## src/rtl/im_pkg.sv

```systemverilog
// im_pkg: constants shared by the instruction-memory loader and its users.
//   IM_DEPTH   - instruction memory depth in words
//   IM_WORD_W  - instruction word width in bits
//   IM_ADDR_W  - word-address width
//   ld_state_t - loader FSM state encoding, also visible on the debug port
package im_pkg;

  localparam int IM_DEPTH  = 1024;
  localparam int IM_WORD_W = 16;
  localparam int IM_ADDR_W = 10;

  typedef enum logic [2:0] {
    ST_IDLE    = 3'd0,
    ST_LEN_HI  = 3'd1,
    ST_LEN_LO  = 3'd2,
    ST_DATA_HI = 3'd3,
    ST_DATA_LO = 3'd4,
    ST_FINISH  = 3'd5
  } ld_state_t;

endpackage

```

## src/rtl/im_loader.sv

```systemverilog
// im_loader: fills the instruction memory from a length-prefixed byte stream.
//
// Stream: LEN_HI, LEN_LO (word count N, big-endian), then N words, each sent
// high byte first. Word i is written to BASE_ADDR + i. An empty or oversized
// image produces no writes; oversized also raises the sticky err flag.
//
// Ports:
//   clk, rst_n          - clock (rising edge), asynchronous active-low reset
//   start               - begin a load; only looked at while idle
//   in_valid/in_data    - byte channel from the host
//   in_ready            - loader accepts a byte this cycle
//   wr_en/wr_addr/wr_data - one-cycle write strobe to instruction memory
//   busy, cpu_hold      - high for the whole load
//   done                - one-cycle pulse once the load has finished
//   err                 - sticky, last load's length was illegal
//   dbg_state           - current FSM state (ld_state_t encoding)
//
// Handshake: a byte moves on every rising edge where in_valid && in_ready are
// both high; in_valid may come and go freely, and when no byte moves the FSM
// holds its state. in_ready depends only on the FSM state, never on in_valid.
//
// Every output is a flop. Each flop is loaded with the value the FSM computes
// for the cycle that follows, so outputs change only on the clock edge.
module im_loader
  import im_pkg::*;
#(
  parameter int ADDR_W    = IM_ADDR_W,
  parameter int BASE_ADDR = 0
) (
  input  logic                 clk,
  input  logic                 rst_n,
  input  logic                 start,
  input  logic                 in_valid,
  input  logic [7:0]           in_data,
  output logic                 in_ready,
  output logic                 wr_en,
  output logic [ADDR_W-1:0]    wr_addr,
  output logic [IM_WORD_W-1:0] wr_data,
  output logic                 busy,
  output logic                 cpu_hold,
  output logic                 done,
  output logic                 err,
  output logic [2:0]           dbg_state
);

  // Largest word count that fits between BASE_ADDR and the top of memory.
  localparam logic [31:0] MAX_LEN = 32'((1 << ADDR_W) - BASE_ADDR);

  ld_state_t              r_state;
  logic [7:0]             r_hi;
  logic [15:0]            r_len;
  logic [ADDR_W-1:0]      r_idx;
  logic                   r_in_ready;
  logic                   r_wr_en;
  logic [ADDR_W-1:0]      r_wr_addr;
  logic [IM_WORD_W-1:0]   r_wr_data;
  logic                   r_busy;
  logic                   r_done;
  logic                   r_err;

  ld_state_t              w_state_nxt;
  logic [7:0]             w_hi_nxt;
  logic [15:0]            w_len_nxt;
  logic [ADDR_W-1:0]      w_idx_nxt;
  logic                   w_in_ready_nxt;
  logic                   w_wr_en_nxt;
  logic [ADDR_W-1:0]      w_wr_addr_nxt;
  logic [IM_WORD_W-1:0]   w_wr_data_nxt;
  logic                   w_busy_nxt;
  logic                   w_done_nxt;
  logic                   w_err_nxt;

  logic                   w_xfer;
  logic [15:0]            w_len_cur;
  logic [16:0]            w_idx_p1;

  assign w_xfer    = in_valid && r_in_ready;
  assign w_len_cur = {r_hi, in_data};
  // One bit wider than the length so a full 2^ADDR_W-word image terminates.
  assign w_idx_p1  = 17'(r_idx) + 17'd1;

  always_ff @(posedge clk or negedge rst_n) begin
    if (!rst_n) begin
      r_state    <= ST_IDLE;
      r_hi       <= '0;
      r_len      <= '0;
      r_idx      <= '0;
      r_in_ready <= 1'b0;
      r_wr_en    <= 1'b0;
      r_wr_addr  <= '0;
      r_wr_data  <= '0;
      r_busy     <= 1'b0;
      r_done     <= 1'b0;
      r_err      <= 1'b0;
    end else begin
      r_state    <= w_state_nxt;
      r_hi       <= w_hi_nxt;
      r_len      <= w_len_nxt;
      r_idx      <= w_idx_nxt;
      r_in_ready <= w_in_ready_nxt;
      r_wr_en    <= w_wr_en_nxt;
      r_wr_addr  <= w_wr_addr_nxt;
      r_wr_data  <= w_wr_data_nxt;
      r_busy     <= w_busy_nxt;
      r_done     <= w_done_nxt;
      r_err      <= w_err_nxt;
    end
  end

  always_comb begin
    w_state_nxt   = r_state;
    w_hi_nxt      = r_hi;
    w_len_nxt     = r_len;
    w_idx_nxt     = r_idx;
    w_wr_en_nxt   = 1'b0;
    w_wr_addr_nxt = r_wr_addr;
    w_wr_data_nxt = r_wr_data;
    w_busy_nxt    = r_busy;
    w_done_nxt    = 1'b0;
    w_err_nxt     = r_err;

    case (r_state)
      ST_IDLE: begin
        // done is high during the first idle cycle; busy drops with it.
        if (r_done) w_busy_nxt = 1'b0;
        if (start) begin
          w_state_nxt = ST_LEN_HI;
          w_err_nxt   = 1'b0;
          w_busy_nxt  = 1'b1;
        end
      end
      ST_LEN_HI: begin
        if (w_xfer) begin
          w_hi_nxt    = in_data;
          w_state_nxt = ST_LEN_LO;
        end
      end
      ST_LEN_LO: begin
        if (w_xfer) begin
          w_len_nxt = w_len_cur;
          w_idx_nxt = '0;
          if (w_len_cur == 16'd0) begin
            w_state_nxt = ST_FINISH;
          end else if (32'(w_len_cur) > MAX_LEN) begin
            w_err_nxt   = 1'b1;
            w_state_nxt = ST_FINISH;
          end else begin
            w_state_nxt = ST_DATA_HI;
          end
        end
      end
      ST_DATA_HI: begin
        if (w_xfer) begin
          w_hi_nxt    = in_data;
          w_state_nxt = ST_DATA_LO;
        end
      end
      ST_DATA_LO: begin
        if (w_xfer) begin
          w_wr_en_nxt   = 1'b1;
          w_wr_data_nxt = {r_hi, in_data};
          w_wr_addr_nxt = ADDR_W'(BASE_ADDR) + r_idx;
          w_idx_nxt     = r_idx + 1'b1;
          if (w_idx_p1 == {1'b0, r_len}) w_state_nxt = ST_FINISH;
          else                           w_state_nxt = ST_DATA_HI;
        end
      end
      ST_FINISH: begin
        w_done_nxt  = 1'b1;
        w_state_nxt = ST_IDLE;
      end
      default: w_state_nxt = ST_IDLE;
    endcase

    w_in_ready_nxt = (w_state_nxt == ST_LEN_HI)  || (w_state_nxt == ST_LEN_LO) ||
                     (w_state_nxt == ST_DATA_HI) || (w_state_nxt == ST_DATA_LO);
  end

  assign in_ready  = r_in_ready;
  assign wr_en     = r_wr_en;
  assign wr_addr   = r_wr_addr;
  assign wr_data   = r_wr_data;
  assign busy      = r_busy;
  assign cpu_hold  = r_busy;
  assign done      = r_done;
  assign err       = r_err;
  assign dbg_state = r_state;

endmodule

```

## config.mk

```make
export PLATFORM = sky130hd
export DESIGN_NAME = im_loader
export DESIGN_NICKNAME = d
export VERILOG_FILES = /design/src/rtl/im_pkg.sv /design/src/rtl/im_loader.sv
export SDC_FILE = /design/constraint.sdc
export NUM_CORES = 1
export LEC_CHECK = 0
export CORE_ASPECT_RATIO = 1.75
export CORE_MARGIN = 2
export CORE_UTILIZATION = 40
export DETAILED_ROUTE_END_ITERATION = 12
export GPL_TIMING_DRIVEN = 0
export PLACE_DENSITY_LB_ADDON = 0.15
export SKIP_LAST_GASP = 1
export SLEW_MARGIN = 10
export SYNTH_ARGS = -nofsm -noshare
export SYNTH_HDL_FRONTEND = slang
export SYNTH_SLANG_ARGS = --single-unit
export TNS_END_PERCENT = 30
```

## constraint.sdc

```tcl
create_clock -name clk -period 5.84 [get_ports clk]
set_input_delay 0.876 -clock clk [delete_from_list [all_inputs] [get_ports clk]]
set_output_delay 0.876 -clock clk [all_outputs]
set_load 0.01 [all_outputs]
```

==> run_results.csv <==
group,metric,value,unit
cells_and_area,syn2layout_area_growth,27.64,%
synthesis,synth_top_area_cell,"dfrtp_1",
synthesis,synth_seq_cells,68,
critical_path,crit_arrival,3.32,ns
power_and_ir_drop,p_per_area,451.4,nW/um^2
synthesis,syn_inst,318,
power_and_ir_drop,p_int,1.246,mW
power_and_ir_drop,p_clk_frac,0.272,
sta,maxSlewHeadroom,0.5871,
sta,finalCriticalPeriod,3.046,ns
clock_tree,postCtsSetupBuffers,0,
sta,finalSetupTns,0,ns
floorplan,start_util,0.4140,
clock_tree,path_clk_slew,0.05,ns
drt,dr.first_iter.drc_count,144,
power_and_ir_drop,p_sw,0.5592,mW
sta,skew,0.002753,ns
critical_path,r2r_setup_slack,3.39,ns
grt,grt_pass1_wl,11830,um
clock_tree,holdBufCountCts,0,
power_and_ir_drop,p_sw_frac,0.3097,
hold_path,hp-class,"in2async",
floorplan,dieArea,8584,um^2
critical_path,worstSetupStartpoint,"in_valid",
synthesis,yosysMostFrequentCell,"nand2_1",
sta,slew_violations,0,
synthesis,yosysWarnings,0,
clock_tree,h-tree-depth,3,
outcome,status,"complete, no violations",
critical_path,worstSetupStartpointType,"input pin",
floorplan,io_pins,47,
clock_tree,cts_resized,0,
floorplan,rows,42,
power_and_ir_drop,leakage,1.807,nW
placement,place_congestion,0.7797,
sta,rsz0062_at_grt,"no",
placement,place_hpwl,5158,um
clock_tree,numCtsBuffers,9,
power_and_ir_drop,seqPwrFrac,0.408,
drt,ant_nets,0,
grt,track_usage,0.1791,
drt,drc,0,
clock_tree,clock_sinks,68,
synthesis,synth_cell_types,40,
synthesis,synth_area_leaders,"dfrtp_1 (54%), nand2_1 (11%), mux2_2 (8.6%)",
critical_path,cp_max_fo,10,
clock_tree,clockRootBuffer,"clkbuf_16",
floorplan,dieWidth,70.90,um
synthesis,synth-main-ff-cell,"dfrtp_1",
drt,vias,2463,
sta,finalHoldViolCount,0,
clock_tree,ctsLongestPathBuffers,2,
job,max-cap-violations,0,
sta,setup_viol,0,
clock_tree,tritoncts,"done",
grt,gr-total-overflow,0,
synthesis,synth_top_cell_area_share,0.5431,
power_and_ir_drop,p_comb_frac,0.320,
sta,worstMarginPinSlew,0.6170,ns
critical_path,worst-setup-path-type,"in2reg",
cells_and_area,nets,389,
drt,wl,7184,um
power_and_ir_drop,peakVddDrop,0.2145,mV
drt,detail_route.first_pass.iterations,4,
grt,grt_max_degree,48,
synthesis,seq_area_frac_synth,0.5431,
drt,vias_per_cell,5.263,
synthesis,async_flop_share,1.000,
critical_path,rr_startpoint,"dbg_state[2]",
floorplan,die_y,121.1,um
grt,grt_pass1_vias,2326,
synthesis,avgSynthCellArea,9.852,um^2
placement,portBuffers,46,
clock_tree,clock_latency,0.33,ns
critical_path,cp.required,6.11,ns
synthesis,synth_edf_count,0,
sta,finalCritPeriodShare,0.5216,
synthesis,synth_area,3133,um^2
sta,max_freq,328.3,MHz
floorplan,coreArea,7567,um^2
cells_and_area,antenna_cells,0,
synthesis,syn_nets,331,
drt,wl_per_cell,15.35,um
critical_path,worst_setup_path_end_kind,"flip-flop",
cells_and_area,drive_gt1_frac,0.1316,
grt,antenna_found_initial,0,
sta,hold_slack,0.4345,ns
synthesis,synth_common_cells,"nand2_1 (89), dfrtp_1 (68), mux2_2 (24), nor2_1 (19), o21ai_0 (19)",
## logic make-up after synthesis
family / Yosys count / synth area share
simple gates: 142 / 0.1973
mux: 25 / 0.08946
flops: 68 / 0.5431
fa+ha+maj: 1 / 0.003993
compound gates: 47 / 0.1038
xor+xnor: 11 / 0.03075
buf+inv: 24 / 0.03155
## layout by cell type (no fill, tap or decap), drive strengths merged, types with 4 or more instances in the layout
cell	instances
buf	9
inv	6
dfrtp	68
clkdlybuf4s50	45
nor2	19
mux2	24
nand2	89
xor2	6
xnor2	5
a21oi	6
nor4	4
nor3	5
o21ai	19
nand4	4
nand3	7
clkbuf	24
## area by class of cell
cell class,count,area [um^2]
clock buffer,13,260.3
sequential,68,1702
fill,720,3568
timing repair buffer,47,485.5
inverter,6,22.52
multi-input combinational,226,1333
buffer,18,76.32
tap,88,110.1
clock inverter,2,10.01
## sequential cells by signal, summed over array words and instances, names as in the netlist
signal and count:
busy 1, dbg_state 3, done 1, err 1, in_ready 1, r_hi 8, r_idx 10, r_len 16
wr_addr 10, wr_data 16, wr_en 1
## through the flow
stage                     area [um^2]  cells  power, mW  setup slack, ns  utilization
after floorplan                  3133    318      1.078            3.516            -
after global placement           3704    452      1.315            1.543       0.4894
after detailed placement         3729    453      1.326            2.438       0.4927
after CTS                        3999    468      1.828            2.735       0.5284
after global routing             3999    468      1.909            2.588       0.5284
final                            3999    468      1.805            2.794       0.5284
## critical path, stage by stage
cell	delay, ns
clkdlybuf4s50_1	0.47
and2_1	0.12
clkbuf_1	0.23
nand3_1	0.36
inv_1	0.17
clkbuf_1	0.45
buf_1	0.42
nand2_1	0.13
nand2_1	0.08
## power by group through the flow
stage          logic, mW  registers [mW]  clock network (mW)
2_1_floorplan      0.329           0.749                   0
3_3_place_gp       0.572           0.743                   0
3_5_place_dp       0.583           0.743                   0
4_1_cts            0.585           0.738               0.505
5_1_grt            0.631           0.758               0.521
6_report           0.578           0.736               0.491
## layer usage
metal / share of wire / GRT usage / up-vias / routed length [um]
met1: 0.43 / 0.2251 / 1187 / 3121
met5: 0 / 0 / - / 0
li1: - / - / 1210 / -
met2: 0.51 / 0.2845 / 54 / 3639
met4: 0.024 / 0.09906 / 0 / 176
met3: 0.034 / 0.03821 / 12 / 246
## worst paths after layout
check	end	cells past startpoint
worst max-delay path	wr_addr[9]	9
worst min-delay path	r_idx[3]	1
min in group clk	wr_data[14]	2
max in group asynchronous	r_len[13]	2
worst max register to register	wr_addr[9]	7
worst min register to register	wr_data[14]	2
Note: power is estimated with default switching activity, not from simulation.
